==> src/rtl/regfile_scoreboard_if.sv <==
// ---------------------------------------------------------------------------
// regfile_scoreboard_if
// Bundles the issue and write-back signals of the register file scoreboard.
//   instruction    : issued instruction word (rs1=[19:15], rs2=[24:20], rd=[11:7])
//   issue_valid    : instruction offered for issue
//   issue_rd_en    : the offered instruction writes rd
//   issue_ready    : issue accepted this cycle
//   read_data1/2   : rs1/rs2 operands, combinational
//   wb_valid/rd/data : write-back strobe, index and data
//   busy_vec       : per-register pending-write bits
//   pending_count  : number of set busy bits
//   wb_unexpected  : registered pulse, write-back to a non-busy register
// The master modport is the pipeline side, the slave modport is the scoreboard.
// ---------------------------------------------------------------------------
interface regfile_scoreboard_if #(
   parameter int DATA_W   = 64,
   parameter int NUM_REGS = 32,
   parameter int ADDR_W   = 5
);
   logic [31:0]         instruction;
   logic                issue_valid;
   logic                issue_rd_en;
   logic                issue_ready;
   logic [DATA_W-1:0]   read_data1;
   logic [DATA_W-1:0]   read_data2;
   logic                wb_valid;
   logic [ADDR_W-1:0]   wb_rd;
   logic [DATA_W-1:0]   wb_data;
   logic [NUM_REGS-1:0] busy_vec;
   logic [ADDR_W:0]     pending_count;
   logic                wb_unexpected;

   modport master (
      output instruction, issue_valid, issue_rd_en, wb_valid, wb_rd, wb_data,
      input  issue_ready, read_data1, read_data2, busy_vec, pending_count, wb_unexpected
   );

   modport slave (
      input  instruction, issue_valid, issue_rd_en, wb_valid, wb_rd, wb_data,
      output issue_ready, read_data1, read_data2, busy_vec, pending_count, wb_unexpected
   );
endinterface

==> src/rtl/regfile_scoreboard.sv <==
// ---------------------------------------------------------------------------
// regfile_scoreboard
// Register file with a per-register busy scoreboard. Issue is refused on
// RAW or WAW hazards against outstanding writes; write-backs fill the
// register and clear its busy bit. Optional write-to-read forwarding.
// Ports:
//   clk     : rising-edge clock
//   reset_n : synchronous active-low reset
//   bus     : regfile_scoreboard_if.slave (issue, operands, write-back, status)
// ---------------------------------------------------------------------------
module regfile_scoreboard #(
   parameter int          DATA_W   = 64,
   parameter int          NUM_REGS = 32,
   parameter int          ADDR_W   = 5,
   parameter int unsigned BYPASS   = 1
) (
   input  logic                 clk,
   input  logic                 reset_n,
   regfile_scoreboard_if.slave  bus
);

   logic [DATA_W-1:0]   regs_q [NUM_REGS];
   logic [NUM_REGS-1:0] busy_q, busy_d;
   logic [ADDR_W:0]     pendingCount_q, pendingCount_d;
   logic                wbUnexpected_q, wbUnexpected_d;

   logic [4:0] rs1, rs2, rd;
   logic       wbWrite;
   logic       bypass1, bypass2;
   logic       raw1, raw2, waw, hazard, issueAccept;
   logic       unusedInstrBits;

   // An index names a real, writable register only if it is nonzero and
   // below NUM_REGS; everything else reads as zero and ignores writes.
   function automatic logic idxValid(input int idx);
      return (idx != 0) && (idx < NUM_REGS);
   endfunction

   assign rs1 = bus.instruction[19:15];
   assign rs2 = bus.instruction[24:20];
   assign rd  = bus.instruction[11:7];
   assign unusedInstrBits = ^{bus.instruction[31:25], bus.instruction[14:12], bus.instruction[6:0]};

   // Decode the write-back and the forwarding matches for each read port.
   always_comb begin
      wbWrite = bus.wb_valid && idxValid(int'(bus.wb_rd));
      bypass1 = (BYPASS != 0) && wbWrite && (int'(bus.wb_rd) == int'(rs1));
      bypass2 = (BYPASS != 0) && wbWrite && (int'(bus.wb_rd) == int'(rs2));
   end

   // Operand reads: zero for x0 and out-of-range, forwarded data when the
   // register is being written this cycle, otherwise the stored value.
   always_comb begin
      bus.read_data1 = '0;
      bus.read_data2 = '0;
      if (idxValid(int'(rs1))) begin
         bus.read_data1 = bypass1 ? bus.wb_data : regs_q[rs1];
      end
      if (idxValid(int'(rs2))) begin
         bus.read_data2 = bypass2 ? bus.wb_data : regs_q[rs2];
      end
   end

   // Hazard detection. A RAW on a register resolves in the same cycle only
   // when forwarding is on; a WAW resolves whenever rd is written back now,
   // because the new producer re-sets the busy bit on the same edge.
   always_comb begin
      raw1 = idxValid(int'(rs1)) && busy_q[rs1] && !bypass1;
      raw2 = idxValid(int'(rs2)) && busy_q[rs2] && !bypass2;
      waw  = bus.issue_rd_en && idxValid(int'(rd)) && busy_q[rd]
             && !(wbWrite && (int'(bus.wb_rd) == int'(rd)));
      hazard      = bus.issue_valid && (raw1 || raw2 || waw);
      issueAccept = bus.issue_valid && !hazard && reset_n;
   end

   assign bus.issue_ready = issueAccept;

   // Next busy state: clear on write-back first, then set for an accepted
   // producer so a same-edge set and clear leaves the bit set. The count is
   // the popcount of the next state so it always matches busy_vec.
   always_comb begin
      busy_d = busy_q;
      if (wbWrite) begin
         busy_d[bus.wb_rd] = 1'b0;
      end
      if (issueAccept && bus.issue_rd_en && idxValid(int'(rd))) begin
         busy_d[rd] = 1'b1;
      end
      busy_d[0] = 1'b0;

      pendingCount_d = '0;
      for (int i = 0; i < NUM_REGS; i++) begin
         pendingCount_d = pendingCount_d + (ADDR_W+1)'(busy_d[i]);
      end

      wbUnexpected_d = wbWrite && !busy_q[bus.wb_rd];
   end

   // State update. Reset wipes data and scoreboard and discards any
   // write-back presented on the same edge.
   always_ff @(posedge clk) begin
      if (!reset_n) begin
         for (int i = 0; i < NUM_REGS; i++) begin
            regs_q[i] <= '0;
         end
         busy_q         <= '0;
         pendingCount_q <= '0;
         wbUnexpected_q <= 1'b0;
      end else begin
         if (wbWrite) begin
            regs_q[bus.wb_rd] <= bus.wb_data;
         end
         busy_q         <= busy_d;
         pendingCount_q <= pendingCount_d;
         wbUnexpected_q <= wbUnexpected_d;
      end
   end

   assign bus.busy_vec      = busy_q;
   assign bus.pending_count = pendingCount_q;
   assign bus.wb_unexpected = wbUnexpected_q;

endmodule

==> src/flat_wrapper.sv <==
// flat-port wrapper written by rule: the top's interface ports become plain ports
module regfile_scoreboard_flat 
#(
   parameter int          DATA_W   = 64,
   parameter int          NUM_REGS = 32,
   parameter int          ADDR_W   = 5,
   parameter int unsigned BYPASS   = 1
)
  (clk, reset_n, bus_instruction, bus_issue_valid, bus_issue_rd_en, bus_wb_valid, bus_wb_rd, bus_wb_data, bus_issue_ready, bus_read_data1, bus_read_data2, bus_busy_vec, bus_pending_count, bus_wb_unexpected);
  regfile_scoreboard_if #(.DATA_W(DATA_W), .NUM_REGS(NUM_REGS), .ADDR_W(ADDR_W)) bus_i ();
  input  logic clk;
  input  logic reset_n;
  input wire logic [$bits(bus_i.instruction)-1:0] bus_instruction;
  input wire logic [$bits(bus_i.issue_valid)-1:0] bus_issue_valid;
  input wire logic [$bits(bus_i.issue_rd_en)-1:0] bus_issue_rd_en;
  input wire logic [$bits(bus_i.wb_valid)-1:0] bus_wb_valid;
  input wire logic [$bits(bus_i.wb_rd)-1:0] bus_wb_rd;
  input wire logic [$bits(bus_i.wb_data)-1:0] bus_wb_data;
  output wire logic [$bits(bus_i.issue_ready)-1:0] bus_issue_ready;
  output wire logic [$bits(bus_i.read_data1)-1:0] bus_read_data1;
  output wire logic [$bits(bus_i.read_data2)-1:0] bus_read_data2;
  output wire logic [$bits(bus_i.busy_vec)-1:0] bus_busy_vec;
  output wire logic [$bits(bus_i.pending_count)-1:0] bus_pending_count;
  output wire logic [$bits(bus_i.wb_unexpected)-1:0] bus_wb_unexpected;
  assign bus_i.instruction = bus_instruction;
  assign bus_i.issue_valid = bus_issue_valid;
  assign bus_i.issue_rd_en = bus_issue_rd_en;
  assign bus_i.wb_valid = bus_wb_valid;
  assign bus_i.wb_rd = bus_wb_rd;
  assign bus_i.wb_data = bus_wb_data;
  assign bus_issue_ready = bus_i.issue_ready;
  assign bus_read_data1 = bus_i.read_data1;
  assign bus_read_data2 = bus_i.read_data2;
  assign bus_busy_vec = bus_i.busy_vec;
  assign bus_pending_count = bus_i.pending_count;
  assign bus_wb_unexpected = bus_i.wb_unexpected;
  regfile_scoreboard #(.DATA_W(DATA_W), .NUM_REGS(NUM_REGS), .ADDR_W(ADDR_W), .BYPASS(BYPASS)) u_core (.clk(clk), .reset_n(reset_n), .bus(bus_i));
endmodule
==> config.mk <==
export PLATFORM = sky130hd
export DESIGN_NAME = regfile_scoreboard_flat
export DESIGN_NICKNAME = d
export VERILOG_FILES = /design/src/rtl/regfile_scoreboard_if.sv /design/src/rtl/regfile_scoreboard.sv /design/src/flat_wrapper.sv
export SDC_FILE = /design/constraint.sdc
export NUM_CORES = 2
export LEC_CHECK = 0
export CAP_MARGIN = 20
export CORE_MARGIN = 2
export CORE_UTILIZATION = 59
export DETAILED_ROUTE_END_ITERATION = 10
export PLACE_DENSITY_LB_ADDON = 0.08
export SYNTH_ARGS = -nofsm -noshare
export SYNTH_HDL_FRONTEND = slang
export SYNTH_SLANG_ARGS = --single-unit
==> constraint.sdc <==
create_clock -name clk -period 9.2 [get_ports clk]
set_input_delay 1.38 -clock clk [delete_from_list [all_inputs] [get_ports clk]]
set_output_delay 1.38 -clock clk [all_outputs]
set_load 0.005 [all_outputs]
==> flow_metrics.py <==
metrics = {
    "run_status": {
        "status": "complete, no violations",
    },
    "cts": {
        "cts_buffer_depth": 3,
        "clkTransAtPathRegs_ps": 60,
        "ctsHoldBuffers": 0,
        "postCtsSetupRepairBufs": 0,
        "sinks_on_the_clock_net": 2086,
        "cts.htree.levels": 4,
        "post_cts_resized": 0,
        "clk-insertion-delay-late_ps": 880,
        "master_cell_of_the_clock_root_buffer": "clkbuf_16",
        "cts_buffers": 218,
        "cts_tree": "done",
    },
    "hold_path": {
        "whs_endpoint": "u_core.bus.busy_vec[14]",
        "min-delay-start": "u_core.bus.busy_vec[14]",
        "timing.hold.worst_path_depth": 2,
        "worst_hold_path_type": "register to register",
    },
    "timing": {
        "timing.final.crit_period_ps": 8190,
        "finalCritPeriodShare": 0.890,
        "timing_worst_slew_pin_value_ps": 1310,
        "clk_skew_ps": 6.33,
        "setup-tns-final_ps": 0,
        "fin_hold_ws_ps": 681,
        "worst_slew_margin_rel": 0.119,
        "max_transition_viols_final": 0,
        "hold_viol_final": 0,
        "finalSetupViolCount": 0,
        "fmax_mhz": 122,
        "rsz0062_at_grt": "no",
    },
    "global_route": {
        "grt_first_pass_wirelength_um": 552000,
        "grt_pass1_vias": 74000,
        "grt_antenna_before_repair": 57,
        "grt_remaining_overflow": 0,
        "grt_use_total": 0.405,
        "largest_net_degree_at_the_start_of_global_routing": 129,
    },
    "setup_path": {
        "cp_common_cell": "buf_4",
        "crit_path_max_fanout": 53,
        "regToRegEndpoint": "u_core.bus.pending_count[4]",
        "timing.critical_path.arrival_ps": 6810,
        "ff2ff_setup_slack_ps": 1980,
        "r2r_cells": 24,
        "startpoint_type": "input pin",
        "timing.critical_path.cells": "buf_8 > buf_4 > buf_4 > buf_4 > mux4_2 > mux4_2 > o21ai_0 > o21ai_0 > clkdlybuf4s50_1",
        "timing.critical_path.slowest_cell_delay_ps": 930,
        "crit_start": "bus_instruction[20]",
        "end_kind": "primary output",
        "timing.critical_path.required_ps": 7820,
        "launch_instance_of_the_worst_register_to_register_path": "u_core.bus.busy_vec[26]",
        "cpLargestDelayFamily": "buffers and inverters",
        "critical-path-slowest-cell": "buf_4",
        "path_buf_inv": 5,
        "path_class": "input pin to primary output",
    },
    "yosys": {
        "synth_edf_count": 2048,
        "synth-compound-area-share": 0.0359,
        "synth_top_cell_by_area": "edfxtp_1",
        "synth_flop_cell": "edfxtp_1",
        "synth-seq-cells": 2086,
        "number_of_warnings_issued_by_yosys": 0,
        "yosysSeqAreaShare": 0.550,
        "post_synth_main_area_contributors": "edfxtp_1, mux4_2, and2_1, mux2i_1, clkbuf_1",
        "synth_cell_area_mm2": 0.113,
        "synth_top_cell_area_share": 0.544,
        "post_synthesis_mean_instance_area_um2": 15.3,
        "post_synth_xor_area_fraction": 0.00132,
        "synthSimpleGateAreaFrac": 0.125,
        "yosysUniqueCellTypes": 64,
        "muxShareOfSynthArea": 0.251,
        "synth_async_sr_flop_share": 0,
        "combinational_family_with_the_most_area_after_synthesis": "multiplexers",
        "synth_adder_area_share": 0.00507,
        "synth_cells": 7397,
    },
    "final_layout": {
        "area.growth.synth_to_final_pct": 10.8,
        "nNetsFinal": 7500,
        "utilization": 0.658,
        "finalNonFillerCells": 10100,
        "design_area_mm2": 0.125,
        "drive_above_1_share": 0.230,
    },
    "power": {
        "vdd_ir_max_mv": 0.212,
        "power.leakage_nw": 42.9,
        "power_per_unit_of_standard_cell_area_mw_per_mm2": 183,
    },
    "die": {
        "design.die.area_mm2": 0.195,
        "die_x_um": 442,
        "floorplan.rows": 160,
        "io_pins": 274,
        "floorplan.initialDensity": 0.594,
        "dieHeight_um": 442,
        "fp.coreArea_mm2": 0.190,
    },
    "drt": {
        "finalWirelength_um": 396000,
        "drt_pre_antenna_iters": 6,
        "final_antenna_net_count": 0,
        "drt_iter0_markers": 13500,
        "detail_route.vias_per_cell": 7.37,
        "route.detailed.wl_per_inst_um": 39.3,
        "route.detailed.drc": 0,
        "vias": 74300,
    },
    "placed_design": {
        "dp.cells": 9647,
        "finalWeightedCongestion": 0.905,
        "port-buffer-count": 255,
        "place_hpwl_um": 205000,
        "postPlaceCellArea_mm2": 0.118,
    },
    "flow_run": {
        "max_cap_viol_count": 0,
    },
}
## report_power, final
group	internal, mW	switching (mW)	leakage [nW]
Clock	4.90	3.80	3.34
Combinational	1.36	1.69	19.7
Sequential	11.0	0.260	19.8
## sequential cells by signal (all words and copies together), names as in the netlist
signal / cells
u_core.bus.pending_count: 6
u_core.bus.wb_unexpected: 1
u_core.bus.busy_vec: 31
u_core.regs_q: 2048
## worst max path at each step
stage / slack, ps / cells past startpoint / to
global route: 650 / 11 / bus_read_data2[7]
CTS: 960 / 10 / bus_read_data2[16]
global placement: 430 / 26 / u_core.bus.pending_count[4]
detailed placement: 510 / 26 / u_core.bus.pending_count[4]
floorplan: 1470 / 29 / u_core.bus.pending_count[4]
finish: 1010 / 9 / bus_read_data2[7]
## per-stage QoR
stage / power (mW) / worst slack (ps)
detailed placement: 14.4 / 513
CTS: 22.9 / 959
global route: 23.5 / 648
finish: 23.0 / 1010
floorplan: 13.2 / 1470
global placement: 14.3 / 430
## synthesized netlist by cell type (all sizes together), types with 38 or more instances
master	instances
mux2i	333
a221oi	128
o21ai	159
a211oi	64
nor2	193
nand2	133
buf	208
a22oi	65
and2	1986
o211ai	52
dfxtp	38
mux4	1113
edfxtp	2048
clkbuf	595
## layout by cell type (no fill, tap or decap), types with 30 or more instances in the layout
cell type / synthesis / layout
o211ai_1: 52 / 52
mux2i_1: 333 / 333
conb_1: 1 / 65
clkdlybuf4s50_1: 0 / 245
nor2_1: 193 / 159
inv_1: 35 / 31
clkbuf_1: 595 / 47
a211oi_1: 64 / 64
nand2_1: 133 / 126
clkbuf_16: 0 / 226
nor2_4: 0 / 33
a22oi_1: 65 / 65
mux4_2: 1113 / 1113
a21oi_1: 37 / 37
clkinv_2: 0 / 41
buf_4: 36 / 206
edfxtp_1: 2048 / 2048
diode_2: 0 / 30
clkinv_1: 1 / 51
o21ai_0: 158 / 134
dfxtp_1: 38 / 38
a221oi_1: 128 / 128
and2_1: 1986 / 1986
## tightest hold or removal path, stage by stage (launching register included)
cell	delay, ps
dfxtp_1	440
nand3_1	120
o31ai_1	60
## kinds of logic after synthesis
group	Yosys count
AOI/OAI and AO/OA	584
xor gates and xnor gates	17
adders and majority gates	32
buffers and inverters	840
DFF	2086
muxes	1450
other	1
and+or+nand+nor	2387
## routing by layer
layer | up-vias | wire [µm] | track usage
li1 | 28500 | - | -
met1 | 37800 | 132000 | 0.538
met2 | 6685 | 180000 | 0.615
met3 | 1277 | 60300 | 0.115
met4 | 12 | 23500 | 0.212
met5 | - | 75 | 0.000488
## cell type report
cell class,count,area (µm²)
sequential,2086,62300
tap,2511,3140
antenna,30,75.1
clock buffer,273,5830
fill,13100,65100
clock inverter,123,1020
inverter,37,158
multi-input combinational,4535,48200
timing repair buffer,484,4620
No activity file was read; power rests on OpenSTA's default activity.
